File: config.mk
export PLATFORM = sky130hd
export DESIGN_NAME = ternary_neuron_accum
export DESIGN_NICKNAME = d
export VERILOG_FILES = /design/src/rtl/ternary_neuron_accum.sv
export SDC_FILE = /design/constraint.sdc
export NUM_CORES = 1
export LEC_CHECK = 0
export CORE_UTILIZATION = 57
export DETAILED_ROUTE_END_ITERATION = 6
export PLACE_DENSITY = 0.94
export SETUP_SLACK_MARGIN = 0.2
export SYNTH_ARGS = -nofsm -noshare
export SYNTH_HDL_FRONTEND = slang
export SYNTH_SLANG_ARGS = --single-unit
File: constraint.sdc
create_clock -name clk -period 9 [get_ports clk]
set_input_delay 0.9 -clock clk [delete_from_list [all_inputs] [get_ports clk]]
set_output_delay 0.9 -clock clk [all_outputs]
set_load 0.01 [all_outputs]
File: src/rtl/ternary_neuron_accum.sv
// ternary_neuron_accum: sums saturated (pos - neg) popcounts per neuron and emits a thresholded ternary activation
module ternary_neuron_accum #(
    parameter int PC_W      = 5,
    parameter int ACC_W     = 10,
    parameter int MAX_BEATS = 16
) (
    input  logic                    clk,
    input  logic                    rst_n,
    input  logic                    in_valid,
    output logic                    in_ready,
    input  logic [PC_W-1:0]         in_pc_pos,
    input  logic [PC_W-1:0]         in_pc_neg,
    input  logic                    in_last,
    input  logic signed [ACC_W-1:0] thr_hi,
    input  logic signed [ACC_W-1:0] thr_lo,
    output logic                    out_valid,
    input  logic                    out_ready,
    output logic [1:0]              out_act,
    output logic signed [ACC_W-1:0] out_sum,
    output logic                    out_flag
);
    localparam int CNT_W = $clog2(MAX_BEATS + 1);
    localparam logic signed [ACC_W:0] L_MAX = (ACC_W + 1)'((1 << (ACC_W - 1)) - 1);
    localparam logic signed [ACC_W:0] L_MIN = -L_MAX;
    typedef enum logic {S_ACC, S_OUT} state_t;
    state_t                  r_state, w_state_nxt;
    logic signed [ACC_W-1:0] r_acc, w_d, w_sat;
    logic signed [ACC_W:0]   w_wide;
    logic [CNT_W-1:0]        r_cnt;
    logic                    r_flag_acc, w_accept, w_forced, w_close, w_clamp_hi, w_clamp_lo;
    logic [1:0]              w_act;
    assign w_d        = $signed({{(ACC_W - PC_W){1'b0}}, in_pc_pos}) - $signed({{(ACC_W - PC_W){1'b0}}, in_pc_neg});
    assign w_wide     = {r_acc[ACC_W-1], r_acc} + {w_d[ACC_W-1], w_d};
    assign w_clamp_hi = w_wide > L_MAX;
    assign w_clamp_lo = w_wide < L_MIN;
    assign w_sat      = w_clamp_hi ? L_MAX[ACC_W-1:0] : w_clamp_lo ? L_MIN[ACC_W-1:0] : w_wide[ACC_W-1:0];
    assign w_act      = (w_sat >= thr_hi) ? 2'b01 : (w_sat <= thr_lo) ? 2'b11 : 2'b00;
    assign w_accept   = in_valid & (r_state == S_ACC);
    assign w_forced   = r_cnt == CNT_W'(MAX_BEATS - 1);
    assign w_close    = w_accept & (in_last | w_forced);
    always_ff @(posedge clk or negedge rst_n) begin
        if (!rst_n) r_state <= S_ACC;
        else        r_state <= w_state_nxt;
    end
    always_comb begin
        w_state_nxt = r_state;
        in_ready    = 1'b0;
        out_valid   = 1'b0;
        if (r_state == S_ACC) begin
            in_ready    = 1'b1;
            w_state_nxt = w_close ? S_OUT : S_ACC;
        end else begin
            out_valid   = 1'b1;
            w_state_nxt = out_ready ? S_ACC : S_OUT;
        end
    end
    always_ff @(posedge clk or negedge rst_n) begin
        if (!rst_n) begin
            r_acc      <= '0;
            r_cnt      <= '0;
            r_flag_acc <= 1'b0;
            out_sum    <= '0;
            out_act    <= 2'b00;
            out_flag   <= 1'b0;
        end else if (w_close) begin
            out_sum    <= w_sat;
            out_act    <= w_act;
            out_flag   <= r_flag_acc | w_clamp_hi | w_clamp_lo | w_forced;
            r_acc      <= '0;
            r_cnt      <= '0;
            r_flag_acc <= 1'b0;
        end else if (w_accept) begin
            r_acc      <= w_sat;
            r_cnt      <= r_cnt + CNT_W'(1);
            r_flag_acc <= r_flag_acc | w_clamp_hi | w_clamp_lo;
        end
    end
endmodule
; Word-level counts from Yosys, hierarchy flattened
; Cells that the tools add are included.
[op_classes]
add_sub_neg = 3
order_cmp = 4
n_eq_ne = 1
mux = 15
bitwise = 7
n_reduce_logical = 1
[ops]
columns = operator, count
row1 = $mux 10, 4
row2 = $add 10x6->11, 1
row3 = $gt 11x10->1 const B, 1
row4 = $lt 11x10->1 const B, 1
row5 = $ge 10x10->1, 1
row6 = $le 10x10->1, 1
row7 = $mux 5, 2
row8 = $mux 1, 7
row9 = $sub 5x5->6, 1
row10 = $add 5x1->5 const B, 1
row11 = $eq 5x4->1 const B, 1
row12 = $mux 2, 2
row13 = $or 1x1->1, 4
row14 = $and 1x1->1, 2
row15 = $reduce_bool 2->1, 1
row16 = $not 1->1, 1
[word_totals]
regBits = 30
input_bits = 35
output_inout_bits = 15
wordCells = 38

; Longest topological paths before layout
[depth]
depth_word = 8
depth_mapped = 22
depth_no_buf = 22

; Least setup slack after synthesis
; OpenSTA, ideal clock, no wires.
[synth_path]
path_kind = input to register
from = in in_pc_neg[1]
to = reg out_act[1]
setup_ns = 0.066
arrival_ns = 4.636
required_time_ns = 8.934
slack_ns = 4.297
cell_stages = 19
path_buffers = 0
path_cell_list = inv_1 -> ha_1 -> a21o_1 -> a21o_1 -> a21o_1 -> a21oi_1 -> ha_1 -> o211ai_2 -> nand2_1 -> o311a_4 -> a21oi_2 -> nor2b_1 -> nor2_1 -> ha_1 -> a2111o_1 -> a211oi_1 -> o21ai_0 -> nand3_1 -> and3b_1
[synth_via]
elab_chain_len = 8
elab_cells_between_ends = 10
cone_classes = add/sub: 2 / order compare: 4 / mux: 4
[synth_lines]
columns = element, line_no
row1 = start: declaration, 12  ; input logic [PC_W-1:0] in_pc_neg,
row2 = $sub 5x5->6 (*), 32  ; assign w_d = $signed({{(ACC_W - PC_W){1'b0}}, in_pc_pos}) - $signed({{(ACC_W - PC_W){1'b0}}, in_pc_neg});
row3 = $add 10x6->11 (*), 33  ; assign w_wide = {r_acc[ACC_W-1], r_acc} + {w_d[ACC_W-1], w_d};
row4 = $lt 11x10->1, 35  ; assign w_clamp_lo = w_wide < L_MIN;
row5 = $mux 10, 36  ; assign w_sat = w_clamp_hi ? L_MAX[ACC_W-1:0] : w_clamp_lo ? L_MIN[ACC_W-1:0] : w_wide[ACC_W-1:0];
row6 = $mux 10 (*), 36
row7 = named net w_sat[8], 27  ; logic signed [ACC_W-1:0] r_acc, w_d, w_sat;
row8 = $le 10x10->1, 37  ; assign w_act = (w_sat >= thr_hi) ? 2'b01 : (w_sat <= thr_lo) ? 2'b11 : 2'b00;
row9 = $mux 2, 37
row10 = $mux 2 (*), 37
row11 = end signal: assignment, 67  ; out_act <= w_act;
row12 = end: declaration, 18  ; output logic [1:0] out_act,
; Mark *: on every way through the listed nets, which the timed path passes. The rest lies on a longest branch.
; A chain may end at the register's enable or synchronous reset.

; Worst setup path after layout
; Ends and elaborated chain as after synthesis.

==> results.yml <==
cts:
  post_cts_resized: 0
  cts_hold_buf: 0
  post_cts_buffers: 0
  clk_pin_slew_ns: 0.06
  clk-insertion-delay-late_ns: 0.29
  h-tree-depth: 2
  cts-root-buf: "clkbuf_8"
  cts_tree: "built"
  clock-sinks: 30
  numCtsBuffers: 5
  cts_max_path_buffers: 2
outcome:
  status: "complete, but fails checks"
  failed_checks: "DRC"
global_route:
  grt_max_degree: 31
  grt_pass1_vias: 2373
  grt-ovfl-total: 0
  antenna_found_initial: 0
  gr-usage-all-layers_pct: 28.2
  grt_pass1_wl_um: 10800
finish:
  drive_above_1_share_pct: 5.68
  fin_area_um2: 3210
  fin_cells: 404
  antenna_cells: 0
  multi_input_area_um2: 1660
  regArea_um2: 751
  area_growth_syn_to_layout_pct: 25.4
  final.fill_count: 323
  nets: 426
floorplan:
  die-area_um2: 4770
  die_x_um: 69.1
  die_h_um: 69.1
  row_count: 24
  ios: 50
  start_util_pct: 59.3
  coreArea_um2: 4320
worst_setup_path:
  cp_common_cell: "a21o_1"
  crit_fanout: 8
  r2r_cells: 16
  cpPeakStageDelay_ns: 0.47
  crit_chain: "clkdlybuf4s50_1 > inv_1 > ha_1 > a21o_1 > a21o_1 > a21o_1 > a21oi_1 > ha_1 > o211ai_2 > a211oi_1 > a21o_1 > inv_2 > a21oi_2 > nor2b_1 > nor2_1 > ha_1 > a2111o_1 > a211oi_1 > o21ai_0 > nand3_1 > and3b_1"
  r2r-end: "out_act[1]$_DFFE_PN0P_"
  end_kind: "flip-flop"
  arrival_ns: 5.96
  r2r_start: "r_acc[0]$_DFFE_PN0P_"
  r2r_slack_ns: 4.80
  crit_slowest_cell: "a2111o_1"
  critPathRequiredTime_ns: 9.23
  worst-setup-path-type: "in -> reg"
  start_kind: "input pin"
  crit_start: "in_pc_neg[1]"
  cp-endpoint: "out_act[1]$_DFFE_PN0P_"
detailed_routing:
  wirelength_um: 6630
  top_layer: "met4"
  wl_met2_um: 3290
  remaining_drc_errors: 2
  dr.pass1.iters: 7
  vias_per_cell: 6.03
  final_antenna_net_count: 0
  m1WireLength_um: 2750
  drtIter0Drc: 163
  wl_met3_um: 395
  wl_per_cell_um: 16.4
  vias: 2436
pwr:
  comb_power_share_pct: 74.1
  swShare_pct: 51.0
  p_sw_uw: 683
  p_leak_uw: 0.00154
  clkPwrFrac_pct: 8.7
  seqPwrFrac_pct: 17.1
  intPower_uw: 658
  p_per_area_nw_per_um2: 417
  peakVddDrop_mv: 0.268
synth:
  synth.top_cells.by_area: "dfrtp_1 29%, ha_1 19%, o21ai_0 6.1%"
  yosys.area.top_type_share_pct: 29.3
  synthFlopType: "dfrtp_1"
  ys_warn_count: 0
  synthCells: 296
  ys_top_cells_by_count: "38 x ha_1, 38 x inv_1, 33 x nand2_1, 31 x o21ai_0, 30 x dfrtp_1"
  synthArstFlopShare_pct: 100
  netlist_area_um2: 2560
  avgSynthCellArea_um2: 8.66
  ys_types: 49
  synth_top_cell_by_area: "dfrtp_1"
  ys_ff_latch: 30
  synth_edf_count: 0
  syn-num-nets: 371
  seq_area_frac_synth_pct: 29.3
timing:
  final.min_clock_period_ns: 5.74
  tns_ns: 0
  rsz0062_at_grt: "false"
  worstMarginPinSlew_ns: 0.596
  post-route-period-util_pct: 63.7
  fmax_mhz: 174
  clock_skew_ns: 0.00687
  drv_slew: 0
  setup_violations: 0
  hold_violations: 0
  max_slew_margin_pct: 59.9
place:
  place.gp.congestion: 0.952
  dpl.cell_count: 396
  port_buffers: 49
  placement.cell_area_um2: 3120
  hpwl_um: 5250
min_path:
  hp-class: "reg -> reg"
run:
  drv_cap: 0
## power groups by stage
stage / sequential (µW) / clock [µW] / combinational, µW
after CTS: 228 / 116 / 974
after global routing: 234 / 119 / 1090
final: 230 / 117 / 994
after floorplan: 233 / 0 / 670
after global placement: 229 / 0 / 913
after detailed placement: 230 / 0 / 967
## layer usage
metal  vias up  global-route usage, %
met5         -                      0
met4         0                   12.0
met3        23                   3.36
met2       106                   49.3
met1      1135                   34.8
li1       1172                      -
## final cells by class
class / count / area share [%]
Multi-Input combinational cell: 225 / 51.6
Sequential cell: 30 / 23.4
Timing Repair Buffer: 50 / 15.5
Inverter: 39 / 4.55
Clock buffer: 6 / 2.57
Tap cell: 52 / 2.02
Clock inverter: 2 / 0.389
## worst max-delay path, delay by kind of cell
family / cells / cell delay (ns)
simple gates: 4 / 0.65
compound gates: 11 / 2.81
fa+ha+maj: 3 / 0.96
buf+inv: 3 / 0.63
## layout by cell type, fill, tap and decap left out, types with 2 or more instances in the layout
| master | n |
|---|---|
| a21oi_2 | 3 |
| o22ai_1 | 2 |
| clkdlybuf4s50_1 | 49 |
| nor3_1 | 5 |
| o21ai_0 | 31 |
| clkbuf_8 | 6 |
| nand4_1 | 3 |
| dfrtp_1 | 30 |
| a21oi_1 | 17 |
| xor2_1 | 7 |
| o21ai_1 | 2 |
| a311oi_1 | 3 |
| nor2b_1 | 4 |
| nand2b_1 | 4 |
| inv_1 | 38 |
| ha_1 | 38 |
| o211ai_2 | 2 |
| nand2_1 | 33 |
| fa_1 | 2 |
| xnor2_1 | 4 |
| or3_1 | 3 |
| nand3_1 | 6 |
| a21o_1 | 13 |
| a211oi_1 | 5 |
| o32ai_1 | 2 |
| nor2_1 | 13 |
## sequential cells by signal, indices dropped and copies added, names as in the netlist
name / count
out_flag: 1
out_sum: 10
r_state: 1
out_act: 2
r_acc: 10
r_flag_acc: 1
r_cnt: 5
## worst min-delay path by stage
stage | from | end | slack, ns | cells past startpoint
after floorplan | r_acc[2]$_DFFE_PN0P_ | r_acc[2]$_DFFE_PN0P_ | 0.46 | 2
after global placement | out_sum[5]$_DFFE_PN0P_ | out_sum[5]$_DFFE_PN0P_ | 0.46 | 2
after detailed placement | out_sum[3]$_DFFE_PN0P_ | out_sum[3]$_DFFE_PN0P_ | 0.47 | 2
after CTS | out_sum[3]$_DFFE_PN0P_ | out_sum[3]$_DFFE_PN0P_ | 0.49 | 2
after global routing | out_sum[4]$_DFFE_PN0P_ | out_sum[4]$_DFFE_PN0P_ | 0.52 | 2
final | out_sum[3]$_DFFE_PN0P_ | out_sum[3]$_DFFE_PN0P_ | 0.48 | 2
## stage by stage
stage	power, µW	hold WS (ns)	setup WS [ns]	utilization (%)
global placement	1140	0.465	3.48	72.1
finish	1340	0.482	3.26	74.3
detailed placement	1200	0.472	3.14	72.1
CTS	1320	0.486	3.43	74.3
global route	1440	0.518	3.03	74.3
floorplan	903	0.456	4.30	-
## cells by family (layout without fill, tap and decap cells)
| group | Yosys count | in the layout | synth area share, % |
|---|---|---|---|
| flip-flops | 30 | 30 | 29.3 |
| adder cells (fa/ha/maj) | 40 | 40 | 20.1 |
| multiplexers | 1 | 1 | 0.390 |
| XOR/XNOR | 11 | 11 | 3.76 |
| AO/OA/AOI/OAI | 94 | 94 | 25.3 |
| buffers and inverters | 41 | 97 | 6.00 |
| AND/OR/NAND/NOR | 79 | 79 | 15.2 |
(Power assumes the default switching activity.)
